$ cat src/rtl/zclock_gen.sv
// Z80 clock generator: zclk_out plus zpos/zneg strobes from the 28 MHz clock, N speed modes, wait/stall freeze.
// Latency: strobes appear the cycle after terminal count; zclk_out toggles at the end of an unstalled strobe cycle.
// Backpressure: cpu_stall / wait_req / wait counter freeze the divider; strobes are masked while frozen.
// Optional feature macro: ZCLOCK_TSTATE_CNT_EN (T-state counter on zpos).
module zclock_gen #(
    parameter int MODES      = 3,
    parameter int TW         = 2,
    parameter int IO_MODE    = 1,
    parameter int SLW        = 4,
    parameter int RST_MODE   = 0,
    parameter int ANY_SWITCH = 0
) (
    input  logic           clk,
    input  logic           rst,
    input  logic [TW-1:0]  turbo,
    input  logic           rfsh,
    input  logic           iorq_s,
    input  logic           external_port,
    input  logic           cpu_stall,
    input  logic           wait_req,
    input  logic [SLW-1:0] wait_len,
`ifdef ZCLOCK_TSTATE_CNT_EN
    input  logic           tcnt_clr,
    output logic [15:0]    tstates,
`endif
    output logic           zclk_out,
    output logic           zpos,
    output logic           zneg,
    output logic [TW-1:0]  mode_cur,
    output logic           stalled
);
    localparam int HW = MODES;
    typedef logic [TW-1:0] mode_t;
    typedef logic [HW-1:0] cnt_t;

    function automatic cnt_t hp_of(input mode_t m);
        hp_of = cnt_t'(1) << (MODES - 1 - int'(m));
    endfunction

    logic [SLW-1:0] wcnt_q, wcnt_d;
    cnt_t           hc_q, hc_d, hp_len_q, hp_len_d, hp_use;
    mode_t          mode_q, mode_d, eff, turbo_cl;
    logic           zclk_q, zclk_d;
    logic           pos_q, pos_d, neg_q, neg_d;
    logic           stalled_q;
    logic           stall, strobe_q, term;

    assign stall    = cpu_stall | wait_req | (wcnt_q != '0);
    assign strobe_q = pos_q | neg_q;
    assign turbo_cl = (int'(turbo) >= MODES) ? mode_t'(MODES - 1) : turbo;

    always_comb begin
        mode_d = mode_q;
        if (neg_q && (rfsh || (ANY_SWITCH != 0)))
            mode_d = turbo_cl;
        eff = mode_d;
        if (iorq_s && external_port && (int'(mode_d) > IO_MODE))
            eff = mode_t'(IO_MODE);
        // The strobe cycle is the first counted cycle of the new half-period.
        hp_use = strobe_q ? hp_of(eff) : hp_len_q;
        term   = (hc_q == hp_use - cnt_t'(1));
    end

    always_comb begin
        wcnt_d   = wcnt_q;
        hc_d     = hc_q;
        hp_len_d = hp_len_q;
        zclk_d   = zclk_q;
        pos_d    = pos_q;
        neg_d    = neg_q;
        if (wait_req)
            wcnt_d = wait_len;
        else if (wcnt_q != '0)
            wcnt_d = wcnt_q - 1'b1;
        // A stall holds everything, including a pending strobe, which fires once unstalled.
        if (!stall) begin
            hp_len_d = hp_use;
            if (strobe_q)
                zclk_d = ~zclk_q;
            if (term) begin
                hc_d  = '0;
                pos_d = zclk_d;
                neg_d = ~zclk_d;
            end else begin
                hc_d  = hc_q + cnt_t'(1);
                pos_d = 1'b0;
                neg_d = 1'b0;
            end
        end
    end

    always_ff @(posedge clk) begin
        if (rst) begin
            wcnt_q    <= '0;
            hc_q      <= '0;
            hp_len_q  <= hp_of(mode_t'(RST_MODE));
            mode_q    <= mode_t'(RST_MODE);
            zclk_q    <= 1'b0;
            pos_q     <= 1'b0;
            neg_q     <= 1'b0;
            stalled_q <= 1'b0;
        end else begin
            wcnt_q    <= wcnt_d;
            hc_q      <= hc_d;
            hp_len_q  <= hp_len_d;
            zclk_q    <= zclk_d;
            pos_q     <= pos_d;
            neg_q     <= neg_d;
            stalled_q <= stall;
            if (!stall)
                mode_q <= mode_d;
        end
    end

    assign zclk_out = zclk_q;
    assign zpos     = pos_q & ~stall;
    assign zneg     = neg_q & ~stall;
    assign mode_cur = mode_q;
    assign stalled  = stalled_q;

`ifdef ZCLOCK_TSTATE_CNT_EN
    logic [15:0] tst_q;

    always_ff @(posedge clk) begin
        if (rst || tcnt_clr)
            tst_q <= '0;
        else if (zpos)
            tst_q <= tst_q + 16'd1;
    end

    assign tstates = tst_q;
`endif
endmodule

$ cat config.mk
export PLATFORM = sky130hd
export DESIGN_NAME = zclock_gen
export DESIGN_NICKNAME = d
export VERILOG_FILES = /design/src/rtl/zclock_gen.sv
export SDC_FILE = /design/constraint.sdc
export NUM_CORES = 1
export LEC_CHECK = 0
export BUFFER_PORTS_ARGS = -buffer_cell sky130_fd_sc_hd__buf_2
export CAP_MARGIN = 0
export CORE_AREA = 10 10 59 80
export DETAILED_ROUTE_END_ITERATION = 8
export DIE_AREA = 0 0 69 90
export PLACE_DENSITY_LB_ADDON = 0.05
export SYNTH_ARGS = -nofsm -noshare
export SYNTH_HDL_FRONTEND = slang
export SYNTH_SLANG_ARGS = --single-unit
$ cat constraint.sdc
create_clock -name clk -period 5.3 [get_ports clk]
set_input_delay 0.53 -clock clk [delete_from_list [all_inputs] [get_ports clk]]
set_output_delay 0.53 -clock clk [all_outputs]
set_load 0.1 [all_outputs]
==> flow_metrics.py, run 1 <==
metrics = {
    "power": {
        "p_leak_nw": 0.448,
        "netSwitchingFraction": 0.283,
        "p_seq_frac": 0.470,
        "power.share.clock": 0.324,
        "p_sw_mw": 0.0786,
        "powerDensity_nw_per_um2": 251,
        "pwr-share-comb": 0.206,
        "total_power_mw": 0.278,
        "peakVddDrop_mv": 0.116,
        "p_int_mw": 0.199,
    },
    "timing": {
        "fin_crit_sh": 0.558,
        "tightest_slew_ns": 0.601,
        "skew_ns": 0.00147,
        "hold_violations": 0,
        "maxSlewHeadroom": 0.594,
        "rsz0062_at_grt": "false",
        "drv_slew": 0,
        "tns_ns": 0,
        "finalSetupViolCount": 0,
        "fmax_ghz": 0.338,
        "whs_ns": 0.495,
        "fin_crit_ns": 2.96,
    },
    "setup_path": {
        "crit_slowest_cell": "dfxtp_1",
        "cp-start-kind": "flip-flop",
        "crit_path_max_incr_delay_ns": 0.55,
        "worst_r2r_path_depth": 9,
        "endpoint_kind": "flip-flop",
        "critPathMaxFanout": 12,
        "cp.required_ns": 5.42,
        "cp.arrival_ns": 3.08,
        "path_buf_inv": 0,
        "reg2reg_from": "neg_q$_SDFFE_PP0N_",
        "reg2reg_slack_ns": 2.34,
        "critical-path-top-delay-family": "simple AND/OR/NAND/NOR gates",
        "rr_endpoint": "hc_q[1]$_SDFFE_PP0N_",
        "cp_cell_sequence": "nor2_2 -> nor4_1 -> nor2_1 -> ha_1 -> xnor2_1 -> mux2i_1 -> nand4_1 -> o311ai_0 -> a21oi_1",
        "crit_type": "flip-flop to flip-flop",
    },
    "clock_tree": {
        "cts.sinks": 16,
        "cts_resized": 0,
        "clkTransAtPathRegs_ns": 0.06,
        "cts_buffer_depth": 2,
        "post_cts.repair.setup_buffers": 0,
        "cts_tree": "yes",
        "cts_buffers": 3,
        "holdBufCountCts": 0,
        "h-tree-depth": 1,
        "insertion_delay_ns": 0.24,
        "cts.root.buffer_cell": "clkbuf_8",
    },
    "finish": {
        "fillers": 386,
        "area_growth_pct": 16.6,
        "fin_cells": 172,
        "final_cell_mix": "18 x nor2_1, 18 x buf_2, 16 x dfxtp_1",
        "drive_above_1_share": 0.189,
        "final_core_util": 0.335,
        "seq_area_um2": 320,
        "multi_input_area_um2": 589,
        "fin_nets": 151,
        "n_antenna_cell": 0,
    },
    "floorplanning": {
        "die_y_um": 90,
        "initial_core_util": 0.287,
        "die_x_um": 69,
        "row_count": 25,
        "core-area_um2": 3320,
        "io_pins": 19,
        "dieArea_um2": 6210,
    },
    "detailed_routing": {
        "met3_length_um": 77,
        "drcViolationCount": 0,
        "avgViaCountPerCell": 4.99,
        "drt_iter0_markers": 23,
        "route.layer.met1.wl_um": 930,
        "highest_layer": "met4",
        "wl_met2_um": 1360,
        "wire_per_inst_um": 13.9,
        "antenna_left": 0,
        "finalWirelength_um": 2390,
        "vias": 859,
        "drt_first_pass_iters": 4,
    },
    "synth": {
        "synth_seq_area_share": 0.336,
        "yosysUniqueCellTypes": 38,
        "async_flop_share": 0,
        "syn_nets": 134,
        "syn_area_per_cell_um2": 8.14,
        "synthCells": 117,
        "synth_area_um2": 952,
        "synth_seq_cells": 16,
        "synth_warnings": 0,
        "ys.flop_type": "dfxtp_1",
        "synth-edff-count": 0,
    },
    "placement": {
        "gp_congestion": 0.738,
        "dp_hpwl_um": 1890,
        "placed_cells": 169,
        "port_buffers": 18,
    },
    "global_route": {
        "grt_max_degree": 17,
        "antenna_found_initial": 0,
        "overflow": 0,
        "first_global_vias": 874,
        "track_usage": 0.0802,
        "grt_pass1_wl_um": 4170,
    },
    "outcome": {
        "outcome": "finished, final reports clean",
    },
    "hold_path": {
        "hp-start": "hc_q[1]$_SDFFE_PP0N_",
        "min_to": "hc_q[1]$_SDFFE_PP0N_",
        "hold_depth": 2,
        "hold_class": "flip-flop to flip-flop",
    },
    "job": {
        "cap_violations": 0,
    },
}
-- power groups by stage --
stage          Sequential (mW)  Clock (mW)  Combinational [mW]
6_report                 0.131      0.0900              0.0573
3_5_place_dp             0.134           0              0.0580
4_1_cts                  0.131      0.0946              0.0583
3_3_place_gp             0.134           0              0.0578
5_1_grt                  0.132       0.102              0.0663
2_1_floorplan            0.137           0              0.0411
-- worst min-delay path, cell delays in order, from the launching register on --
cell and delay (ns):
dfxtp_1 0.34, nand2_1 0.06, a21oi_1 0.05
-- through the flow --
| stage | worst slack, ns | cell area (µm²) |
|---|---|---|
| after floorplan | 2.27 | 952 |
| after global placement | 2.30 | 1070 |
| after detailed placement | 2.32 | 1070 |
| after CTS | 2.34 | 1110 |
| after global routing | 2.06 | 1110 |
| final | 2.34 | 1110 |
-- final cells by class --
type / instances / area share
Multi-Input combinational cell: 91 / 0.531
Sequential cell: 16 / 0.289
Timing Repair Buffer: 19 / 0.0879
Tap cell: 40 / 0.0451
Clock buffer: 3 / 0.0372
Inverter: 3 / 0.0101
-- metal layers --
metal  up-vias  GRT usage
li1        454          -
met1       392     0.0820
met2        11      0.144
met3         2     0.0209
met4         0     0.0404
met5         -          0
-- logic make-up after synthesis --
kind of cell    share of synthesized area
fa+ha+maj                          0.0526
buf+inv                            0.0447
mux                                0.0421
simple gates                        0.263
flops                               0.336
compound gates                      0.197
xor+xnor                           0.0644
-- flip-flops by register name, summed over array words and instances (netlist names) --
register and flops:
stalled 1, mode_cur 2, wcnt_q 4, zclk_out 1
hp_len_q 3, hc_q 3, neg_q 1, pos_q 1
-- synth_stat cells, types with 3 or more instances --
cell type  instances  area share
nor2_1            18       0.071
dfxtp_1           16        0.34
a21oi_1           13       0.068
nand2_1            6       0.024
nor3_1             5       0.026
a211oi_1           4       0.032
ha_1               4       0.053
mux2i_1            4       0.042
xor2_1             4       0.037
and2_1             3       0.020
buf_2              3       0.016
inv_1              3       0.012
xnor2_1            3       0.028
-- how the worst max path moves through the flow --
stage	from	end	slack [ns]	cells past startpoint
final	neg_q$_SDFFE_PP0N_	hc_q[1]$_SDFFE_PP0N_	2.34	9
after global routing	neg_q$_SDFFE_PP0N_	hc_q[1]$_SDFFE_PP0N_	2.06	9
after CTS	neg_q$_SDFFE_PP0N_	hc_q[1]$_SDFFE_PP0N_	2.34	9
after detailed placement	rfsh	hc_q[1]$_SDFFE_PP0N_	2.32	10
after global placement	rfsh	hc_q[1]$_SDFFE_PP0N_	2.30	10
after floorplan	mode_cur[1]$_SDFFE_PP0N_	hc_q[1]$_SDFFE_PP0N_	2.27	9
Note: power is estimated with default switching activity, not from simulation.
==> inputs of run 2 (changes only) <==
- clock period: 5.3 -> 2.9 ns (I/O delays scaled with it)
==> flow_metrics.py, run 2 (same netlist as run 1, synthesis figures left out) <==
metrics = {
    "outcome": {
        "outcome": "finished, final reports clean",
    },
    "finish": {
        "multi_input_area_um2": 597,
        "layout_commonest_cell": "nor2_1",
        "fin_nets": 153,
        "regMostFlops": "wcnt_q",
        "area_growth_pct": 22.3,
        "largestRegisters": "wcnt_q: 4 flops, hc_q: 3 flops, hp_len_q: 3 flops",
        "fin_area_um2": 1160,
        "n_antenna_cell": 0,
        "fillers": 372,
        "drive_above_1_share": 0.224,
        "final_cell_mix": "18 x nor2_1, 16 x buf_2, 14 x dfxtp_1",
        "largest_reg_flops": 4,
        "final_core_util": 0.351,
        "seq_area_um2": 323,
    },
    "detailed_routing": {
        "antenna_left": 0,
        "wire_per_inst_um": 14.3,
        "drt_iter0_markers": 22,
        "wl_met2_um": 1300,
        "met3_length_um": 74,
        "drcViolationCount": 0,
        "route.layer.met1.wl_um": 1050,
        "vias": 893,
        "drt_first_pass_iters": 4,
        "highest_layer": "met4",
        "avgViaCountPerCell": 5.13,
        "finalWirelength_um": 2480,
    },
    "setup_path": {
        "cp.arrival_ns": 2.70,
        "crit_type": "flip-flop to flip-flop",
        "cp.required_ns": 3.02,
        "crit_slowest_cell": "dfxtp_1",
        "crit_path_max_incr_delay_ns": 0.46,
        "worst_r2r_path_depth": 9,
        "cp_cell_sequence": "nor2_2 -> nor4_1 -> nor2_1 -> ha_1 -> xnor2_2 -> mux2i_1 -> nand4_1 -> o311ai_0 -> a21oi_1",
        "cp-start-kind": "flip-flop",
        "reg2reg_slack_ns": 0.33,
        "endpoint_kind": "flip-flop",
        "critPathMaxFanout": 9,
        "reg2reg_from": "pos_q$_SDFFE_PP0N_",
        "rr_endpoint": "hc_q[1]$_SDFFE_PP0N_",
    },
    "timing": {
        "drv_slew": 0,
        "fmax_ghz": 0.388,
        "finalSetupViolCount": 0,
        "fin_crit_ns": 2.57,
        "skew_ns": 0.00631,
        "tns_ns": 0,
        "hold_violations": 0,
        "rsz0062_at_grt": "false",
        "fin_crit_sh": 0.888,
        "tightest_slew_ns": 0.498,
        "maxSlewHeadroom": 0.666,
    },
    "clock_tree": {
        "clkTransAtPathRegs_ns": 0.06,
        "cts.root.buffer_cell": "clkbuf_8",
        "cts_buffer_depth": 2,
        "cts_buffers": 3,
        "h-tree-depth": 1,
        "insertion_delay_ns": 0.25,
        "holdBufCountCts": 0,
        "cts_tree": "yes",
        "cts_resized": 0,
        "post_cts.repair.setup_buffers": 0,
        "cts.sinks": 16,
    },
    "hold_path": {
        "hp-start": "wait_len[0]",
        "min_to": "wcnt_q[0]$_SDFFE_PP0P_",
        "hold_depth": 3,
        "hold_class": "input port to flip-flop",
    },
    "placement": {
        "gp_congestion": 0.796,
        "port_buffers": 18,
        "dp_hpwl_um": 1950,
        "place_area_um2": 1110,
    },
    "power": {
        "powerDensity_nw_per_um2": 442,
        "p_leak_nw": 0.473,
        "peakVddDrop_mv": 0.275,
    },
    "floorplanning": {
        "dieArea_um2": 6210,
        "core-area_um2": 3320,
        "row_count": 25,
        "io_pins": 19,
        "initial_core_util": 0.287,
        "die_y_um": 90,
        "die_x_um": 69,
    },
    "global_route": {
        "first_global_vias": 884,
        "antenna_found_initial": 0,
        "overflow": 0,
        "grt_pass1_wl_um": 4150,
        "grt_max_degree": 17,
        "track_usage": 0.0796,
    },
    "job": {
        "cap_violations": 0,
    },
}
[run 2: final cells by class]
cell class	count	share of cell area
Sequential cell	16	0.277
Timing Repair Buffer	21	0.122
Multi-Input combinational cell	91	0.512
Inverter	3	0.00967
Clock buffer	3	0.0354
Tap cell	40	0.0430
[run 2: worst max-delay path by stage]
stage | from | end | cells after the start
after global placement | neg_q$_SDFFE_PP0N_ | hc_q[1]$_SDFFE_PP0N_ | 9
after CTS | neg_q$_SDFFE_PP0N_ | hc_q[1]$_SDFFE_PP0N_ | 9
final | pos_q$_SDFFE_PP0N_ | hc_q[1]$_SDFFE_PP0N_ | 9
after floorplan | mode_cur[0]$_SDFFE_PP0N_ | hc_q[1]$_SDFFE_PP0N_ | 9
after global routing | neg_q$_SDFFE_PP0N_ | hc_q[1]$_SDFFE_PP0N_ | 9
after detailed placement | neg_q$_SDFFE_PP0N_ | hc_q[1]$_SDFFE_PP0N_ | 9
[run 2: metal layers]
metal | track usage | up-vias
li1 | - | 457
met1 | 0.0839 | 417
met2 | 0.141 | 13
met3 | 0.0209 | 6
met4 | 0.0370 | 0
met5 | 0 | -
[run 2: report_power, final]
part	leakage, nW	switching [mW]	internal, mW
sequential	0.132	0.00856	0.230
combinational	0.320	0.0638	0.0434
clock	0.0216	0.0760	0.0922
[run 2: worst max-delay path: cells and delay by family, from the launching register on]
family | cells | cell delay [ns]
AOI/OAI and AO/OA | 2 | 0.48
xor gates and xnor gates | 1 | 0.19
adders and majority gates | 1 | 0.23
DFF | 1 | 0.46
muxes | 1 | 0.27
and+or+nand+nor | 4 | 0.81
[run 2: stage by stage]
stage               setup WS, ns  power, mW  std cells  hold WS (ns)
global route              0.0603      0.547        174         0.298
floorplan                 0.0692      0.325        117         0.429
global placement           0.211      0.349        171         0.472
detailed placement         0.180      0.350        171         0.474
finish                     0.326      0.514        174         0.258
CTS                        0.147      0.523        174         0.259
